**src/rtl/ib_ctrl_pkg.sv**
```systemverilog
// Shared types and constants for the IB-VNU LUT RAM update controller and its LUT loaders.
package ib_ctrl_pkg;

  localparam int ENTRY_ADDR_DEF = 7;
  localparam int LUT_W_DEF      = 8;
  localparam int PAGES_PER_HALF = 2 ** (ENTRY_ADDR_DEF - 1);
  localparam int ITER_CNT_W     = 5;

  typedef enum logic [1:0] {
    IDLE      = 2'd0,
    LOAD      = 2'd1,
    WAIT_SWAP = 2'd2
  } ctrl_state_e;

  function automatic logic [ITER_CNT_W-1:0] sat_inc(input logic [ITER_CNT_W-1:0] v,
                                                   input logic [ITER_CNT_W-1:0] lim);
    return (v >= lim) ? v : v + 1'b1;
  endfunction

endpackage

```
**src/rtl/ib_ram_update_ctrl_if.sv**
```systemverilog
// Upstream LUT page stream plus the RAM write/read-half bus fanned out to the VNU datapaths.
interface ib_ram_update_ctrl_if #(
  parameter int ENTRY_ADDR = 7,
  parameter int LUT_W      = 8
);
  logic                  lut_valid;
  logic                  lut_ready;
  logic [LUT_W-1:0]      lut_data;
  logic [ENTRY_ADDR-1:0] page_addr_ram;
  logic [LUT_W-1:0]      ram_write_data_0;
  logic                  ib_ram_we;
  logic                  read_addr_offset;

  modport master (
    input  lut_valid, lut_data,
    output lut_ready, page_addr_ram, ram_write_data_0, ib_ram_we, read_addr_offset
  );

  modport slave (
    output lut_valid, lut_data,
    input  lut_ready, page_addr_ram, ram_write_data_0, ib_ram_we, read_addr_offset
  );
endinterface

```
**src/rtl/ib_ram_wr_port.sv**
```systemverilog
// One-cycle registered RAM write stage (address, data, strobe); shared with the f1 LUT loaders.
module ib_ram_wr_port #(
  parameter int ADDR_W = 7,
  parameter int DATA_W = 8
) (
  input  logic              clk,
  input  logic              rst,
  input  logic              wr_en_p0,
  input  logic [ADDR_W-1:0] addr_p0,
  input  logic [DATA_W-1:0] data_p0,
  output logic [ADDR_W-1:0] addr_p1,
  output logic [DATA_W-1:0] data_p1,
  output logic              we_p1
);

  // p0 -> p1: handshake registered into the RAM write port
  always_ff @(posedge clk) begin
    if (rst) begin
      we_p1   <= 1'b0;
      addr_p1 <= '0;
      data_p1 <= '0;
    end else begin
      we_p1 <= wr_en_p0;
      if (wr_en_p0) begin
        addr_p1 <= addr_p0;
        data_p1 <= data_p0;
      end
    end
  end

endmodule

```
**src/rtl/ib_ram_update_ctrl.sv**
```systemverilog
// Loads one iteration's LUT pages into the idle RAM half, then swaps the read half at an iteration boundary.
module ib_ram_update_ctrl
  import ib_ctrl_pkg::*;
#(
  parameter int QUAN_SIZE     = 4,
  parameter int ENTRY_ADDR    = 7,
  parameter int BANK_NUM      = 2,
  parameter int LUT_PORT_SIZE = 4,
  parameter int ITER_MAX      = 20
) (
  input  logic                  write_clk,
  input  logic                  rst,
  input  logic                  iter_start,
  input  logic                  abort,
  input  logic                  codeword_start,
  input  logic                  iter_boundary,
  ib_ram_update_ctrl_if.master  bus,
  output logic                  busy,
  output logic                  update_done,
  output logic                  start_err,
  output logic [ITER_CNT_W-1:0] iter_cnt
);

  localparam int                    LUT_W     = LUT_PORT_SIZE * BANK_NUM;
  localparam int                    PAGE_W    = ENTRY_ADDR - 1;
  localparam logic [PAGE_W-1:0]     LAST_PAGE = '1;
  localparam logic [ITER_CNT_W-1:0] ITER_LIM  = ITER_CNT_W'(ITER_MAX);

  generate
    if (QUAN_SIZE < 1 || LUT_PORT_SIZE < 1) begin : g_param_chk
      $error("ib_ram_update_ctrl: QUAN_SIZE and LUT_PORT_SIZE must be positive");
    end
  endgenerate

  ctrl_state_e           state, state_nxt;
  logic [PAGE_W-1:0]     page_cnt;
  logic                  rd_half;
  logic                  hs_p0, start_ok, start_bad, swap;
  logic [ITER_CNT_W-1:0] cnt_eff;
  logic [ENTRY_ADDR-1:0] addr_p1;
  logic [LUT_W-1:0]      data_p1;
  logic                  we_p1;

  always_comb begin
    state_nxt = state;
    hs_p0     = 1'b0;
    start_ok  = 1'b0;
    start_bad = 1'b0;
    swap      = 1'b0;
    cnt_eff   = codeword_start ? '0 : iter_cnt;
    unique case (state)
      IDLE: begin
        if (iter_start) begin
          if (cnt_eff < ITER_LIM) begin
            start_ok  = 1'b1;
            state_nxt = LOAD;
          end else begin
            start_bad = 1'b1;
          end
        end
      end
      LOAD: begin
        hs_p0     = bus.lut_valid;
        start_bad = iter_start;
        if (abort)                               state_nxt = IDLE;
        else if (hs_p0 && page_cnt == LAST_PAGE) state_nxt = WAIT_SWAP;
      end
      WAIT_SWAP: begin
        start_bad = iter_start;
        // a boundary in the cycle the last page is still being written is not a safe swap point
        if (abort) begin
          state_nxt = IDLE;
        end else if (iter_boundary && !we_p1) begin
          swap      = 1'b1;
          state_nxt = IDLE;
        end
      end
      default: state_nxt = IDLE;
    endcase
  end

  always_ff @(posedge write_clk) begin
    if (rst) begin
      state       <= IDLE;
      page_cnt    <= '0;
      rd_half     <= 1'b0;
      iter_cnt    <= '0;
      update_done <= 1'b0;
      start_err   <= 1'b0;
    end else begin
      state       <= state_nxt;
      update_done <= swap;
      start_err   <= start_bad;
      if (start_ok)                             page_cnt <= '0;
      else if (hs_p0 && page_cnt != LAST_PAGE)  page_cnt <= page_cnt + 1'b1;
      if (swap) rd_half <= ~rd_half;
      if (codeword_start) iter_cnt <= '0;
      else if (swap)      iter_cnt <= sat_inc(iter_cnt, ITER_LIM);
    end
  end

  ib_ram_wr_port #(
    .ADDR_W (ENTRY_ADDR),
    .DATA_W (LUT_W)
  ) u_wr_port (
    .clk      (write_clk),
    .rst      (rst),
    .wr_en_p0 (hs_p0),
    .addr_p0  ({~rd_half, page_cnt}),
    .data_p0  (bus.lut_data),
    .addr_p1  (addr_p1),
    .data_p1  (data_p1),
    .we_p1    (we_p1)
  );

  assign bus.lut_ready        = (state == LOAD);
  assign bus.page_addr_ram    = addr_p1;
  assign bus.ram_write_data_0 = data_p1;
  assign bus.ib_ram_we        = we_p1;
  assign bus.read_addr_offset = rd_half;
  assign busy                 = (state != IDLE);

endmodule

```
**src/flat_wrapper.sv**
```systemverilog
// flat-port wrapper written by rule: the top's interface ports become plain ports
module ib_ram_update_ctrl_flat import ib_ctrl_pkg::*;
#(
  parameter int QUAN_SIZE     = 4,
  parameter int ENTRY_ADDR    = 7,
  parameter int BANK_NUM      = 2,
  parameter int LUT_PORT_SIZE = 4,
  parameter int ITER_MAX      = 20
)
  (write_clk, rst, iter_start, abort, codeword_start, iter_boundary, busy, update_done, start_err, iter_cnt, bus_lut_valid, bus_lut_data, bus_lut_ready, bus_page_addr_ram, bus_ram_write_data_0, bus_ib_ram_we, bus_read_addr_offset);
  ib_ram_update_ctrl_if #(.ENTRY_ADDR(ENTRY_ADDR), .LUT_W(8)) bus_i ();
  input  logic write_clk;
  input  logic rst;
  input  logic iter_start;
  input  logic abort;
  input  logic codeword_start;
  input  logic iter_boundary;
  output logic busy;
  output logic update_done;
  output logic start_err;
  output logic [ITER_CNT_W-1:0] iter_cnt;
  input wire logic [$bits(bus_i.lut_valid)-1:0] bus_lut_valid;
  input wire logic [$bits(bus_i.lut_data)-1:0] bus_lut_data;
  output wire logic [$bits(bus_i.lut_ready)-1:0] bus_lut_ready;
  output wire logic [$bits(bus_i.page_addr_ram)-1:0] bus_page_addr_ram;
  output wire logic [$bits(bus_i.ram_write_data_0)-1:0] bus_ram_write_data_0;
  output wire logic [$bits(bus_i.ib_ram_we)-1:0] bus_ib_ram_we;
  output wire logic [$bits(bus_i.read_addr_offset)-1:0] bus_read_addr_offset;
  assign bus_i.lut_valid = bus_lut_valid;
  assign bus_i.lut_data = bus_lut_data;
  assign bus_lut_ready = bus_i.lut_ready;
  assign bus_page_addr_ram = bus_i.page_addr_ram;
  assign bus_ram_write_data_0 = bus_i.ram_write_data_0;
  assign bus_ib_ram_we = bus_i.ib_ram_we;
  assign bus_read_addr_offset = bus_i.read_addr_offset;
  ib_ram_update_ctrl #(.QUAN_SIZE(QUAN_SIZE), .ENTRY_ADDR(ENTRY_ADDR), .BANK_NUM(BANK_NUM), .LUT_PORT_SIZE(LUT_PORT_SIZE), .ITER_MAX(ITER_MAX)) u_core (.write_clk(write_clk), .rst(rst), .iter_start(iter_start), .abort(abort), .codeword_start(codeword_start), .iter_boundary(iter_boundary), .bus(bus_i), .busy(busy), .update_done(update_done), .start_err(start_err), .iter_cnt(iter_cnt));
endmodule
```
**config.mk**
```make
export PLATFORM = sky130hd
export DESIGN_NAME = ib_ram_update_ctrl_flat
export DESIGN_NICKNAME = d
export VERILOG_FILES = /design/src/rtl/ib_ctrl_pkg.sv /design/src/rtl/ib_ram_update_ctrl_if.sv /design/src/rtl/ib_ram_wr_port.sv /design/src/rtl/ib_ram_update_ctrl.sv /design/src/flat_wrapper.sv
export SDC_FILE = /design/constraint.sdc
export NUM_CORES = 1
export LEC_CHECK = 0
export CAP_MARGIN = 20
export CORE_UTILIZATION = 45
export CTS_BUF_LIST = sky130_fd_sc_hd__clkbuf_16
export DETAILED_ROUTE_END_ITERATION = 8
export PLACE_DENSITY = 0.77
export SYNTH_ARGS = -nofsm -noshare
export SYNTH_HDL_FRONTEND = slang
export SYNTH_SLANG_ARGS = --single-unit
```
**constraint.sdc**
```tcl
create_clock -name write_clk -period 1.8 [get_ports write_clk]
set_input_delay 0.18 -clock write_clk [delete_from_list [all_inputs] [get_ports write_clk]]
set_output_delay 0.18 -clock write_clk [all_outputs]
set_load 0.005 [all_outputs]
```
==> flow_summary.toml <==
[cells_and_area]
fin_nets = 228
antennaDiodeCount = 0
fillers = 220
drive_gt1_frac = 0.102
syn_to_final_growth_pct = 43.2

[die]
core-area_mm2 = 0.00283
dieArea_mm2 = 0.00331
io_pins = 41
rows = 19
start_util = 0.490
dieWidth_um = 57.5
die_h_um = 57.5

[worst_setup_path]
arrival_ns = 1.52
worstRegToRegCells = 5
cp_slowest_cell = "clkdlybuf4s50_1"
cp_max_fo = 4
regToRegSetupSlack_ns = 0.21
cp-end-kind = "output pin"
reg2reg_to = "u_core.state[1]"
startpoint_type = "flop"
r2r_start = "u_core.page_cnt[0]"
cp_num_buf_inv = 3
path_delay_family = "buffers and inverters"
cp_slowest_stage_delay_ns = 0.51
required_ns = 1.62
crit_path_frequent_cell = "inv_1"
crit_chain = "inv_1 > ha_1 > inv_1 > clkdlybuf4s50_1"
crit_type = "reg2out"

[clock_network]
cts_tree = "done"
htreeDepth = 2
clockBufferDepth = 2
clk_pin_slew_ns = 0.05
cts-root-buf = "clkbuf_16"
numCtsBuffers = 5
clk_latency_ns = 0.27
cts_sinks = 32
post_cts_buffers = 0

[power]
irDropWorstVdd_mv = 0.668
finalPower_w = 0.00177
powerDensity_mw_per_mm2 = 891
p_leak_nw = 0.733
power_frac_clock = 0.431
p_comb_frac = 0.142
p_int_w = 0.00136
pwr-share-seq = 0.426
p_sw_frac = 0.229
power_switching_w = 0.000406

[global_routing]
grt_max_degree = 20
grt_antenna_before_repair = 0
track_usage = 0.224
overflow = 0
grt_first_pass_wirelength_um = 5590
grt_pass1_vias = 1272

[job]
drv_cap = 0

[synth]
synth_top_family_by_area = "simple AND/OR/NAND/NOR gates"
synthAdderAreaFrac = 0.0632
synthArstFlopShare = 0
syn_avg_cell_area_um2 = 8.72
synthMuxAreaShare = 0.0217
synth_compound_area_frac = 0.145
synthXorXnorAreaFrac = 0.0442
synthSimpleGateAreaFrac = 0.218
synth_cells = 159
synth_seq_cells = 32
synth-edff-count = 0
yosysTopAreaCell = "dfxtp_1"
synth_nets = 181
ys_seq_area_frac = 0.462
yosys-top-cells-area = "dfxtp_1 (46%), nand2_1 (8.7%), ha_1 (6.3%)"
ys_warn_count = 0
synth_top_area_frac = 0.462
synth_cell_types = 30
syn_area_mm2 = 0.00139
ys.flop_type = "dfxtp_1"

[drt]
wirelength_um = 3250
routed_via_density = 5.38
vias = 1276
routedWlPerCell_um = 13.7
dr.first_iter.drc_count = 42
ant_nets = 0
drc = 3
firstDrtPassIters = 6

[outcome]
violations = "DRC"
status = "finished, violations left"

[placed_design]
dp_hpwl_um = 2450
port_buffers = 40
gp_congestion = 0.833

[sta]
setup_violations = 0
min_period_over_period = 0.945
max_freq_mhz = 588
rsz0062_at_grt = "no"
final.setup.tns_ns = 0
skew_ns = 0.00306
worst_pin_slew_ns = 0.311
min_period_ns = 1.70
slew_headroom = 0.793
hold_violations = 0
final_max_slew_viol_count = 0

[worst_hold_path]
hold_path_end = "u_core.u_wr_port.addr_p1[5]"
hold_start = "u_core.u_wr_port.addr_p1[5]"
hold-path-cell-count = 2
hold_class = "reg2reg"
==> power groups by stage <==
stage               clock network, W  registers [W]  logic (W)
floorplan                          0       0.000766   0.000117
global placement                   0       0.000764   0.000243
detailed placement                 0       0.000767   0.000250
CTS                         0.000789       0.000753   0.000253
global route                0.000820       0.000756   0.000273
finish                      0.000763       0.000754   0.000252
==> layout make-up <==
class	instances	area, µm²	share of cell area
tap	31	38.8	0.0195
clock inverter	2	8.76	0.00441
timing repair buffer	47	453	0.228
sequential	32	643	0.324
inverter	9	33.8	0.0170
multi-input combinational	111	683	0.344
clock buffer	5	125	0.0630
==> per-layer routing <==
| layer | GRT usage | wire length, µm |
|---|---|---|
| met5 | 0 | 0 |
| met4 | 0.115 | 61 |
| met3 | 0.0658 | 171 |
| met2 | 0.364 | 1630 |
| met1 | 0.269 | 1390 |
==> layout by cell type (no fill, tap or decap), types with 2 or more instances in the layout <==
master / count
a211oi_1: 4
a21oi_1: 16
buf_4: 7
clkbuf_16: 5
clkdlybuf4s50_1: 40
dfxtp_1: 30
dfxtp_2: 2
ha_1: 7
inv_1: 10
mux2i_1: 3
nand2_1: 32
nand2b_1: 4
nand3_1: 4
nor2_1: 11
nor3_1: 7
o211ai_1: 2
xnor2_1: 5
xor2_1: 2
==> cell usage after synthesis (all sizes together) (2+ instances only) <==
cell type / instances
dfxtp: 32
and3: 2
nand2b: 4
xor2: 2
o211ai: 2
buf: 2
inv: 9
clkbuf: 5
nand3: 4
a211oi: 4
nor2: 11
a21oi: 16
nand2: 32
xnor2: 5
ha: 7
nor3: 7
mux2i: 3
==> flip-flops by register name, summed over array words and instances, names as in the netlist <==
name and cells:
u_core.start_err 1, u_core.u_wr_port.data_p1 8, u_core.u_wr_port.addr_p1 7, u_core.page_cnt 6, u_core.iter_cnt 5, u_core.bus.read_addr_offset 1, u_core.u_wr_port.we_p1 1, u_core.update_done 1
u_core.state 2
==> logic make-up (layout without fill, tap and decap cells) <==
group | Yosys count | count (layout)
buffers and inverters | 16 | 63
multiplexers | 3 | 3
adder cells (fa/ha/maj) | 7 | 7
AND/OR/NAND/NOR | 65 | 65
flip-flops | 32 | 32
AO/OA/AOI/OAI | 29 | 29
XOR/XNOR | 7 | 7
==> stage by stage <==
| stage | instances | setup WS [ns] | hold slack, ns | util | cell area [µm²] |
|---|---|---|---|---|---|
| 6_report | 237 | 0.0988 | 0.453 | 0.702 | 1990 |
| 5_1_grt | 237 | 0.0484 | 0.478 | 0.702 | 1990 |
| 4_1_cts | 237 | 0.0461 | 0.453 | 0.701 | 1980 |
| 3_5_place_dp | 230 | 0.215 | 0.448 | 0.654 | 1850 |
| 3_3_place_gp | 230 | 0.296 | 0.442 | 0.654 | 1850 |
| 2_1_floorplan | 159 | 0.321 | 0.257 | - | 1390 |
==> worst max-delay path by stage <==
stage / start / end / slack [ns] / cells past startpoint
2_1_floorplan: u_core.state[0] / u_core.start_err / 0.32 / 5
3_3_place_gp: u_core.state[0] / u_core.start_err / 0.30 / 5
3_5_place_dp: iter_start / u_core.state[1] / 0.22 / 5
4_1_cts: u_core.state[0] / busy / 0.05 / 4
5_1_grt: u_core.state[0] / busy / 0.05 / 4
6_report: u_core.state[0] / busy / 0.1 / 4
==> worst min-delay path: stages (launching register included) <==
cell	delay [ns]
dfxtp_1	0.30
nand2_1	0.05
a21oi_1	0.05
==> what timing repair did <==
| action | 4_1_cts | 5_1_grt |
|---|---|---|
| hold buffers | 0 | 0 |
| resized for setup | 0 | 2 |
| endpoints found under the setup margin | 0 | 1 |
Note: power is estimated with default switching activity, not from simulation.
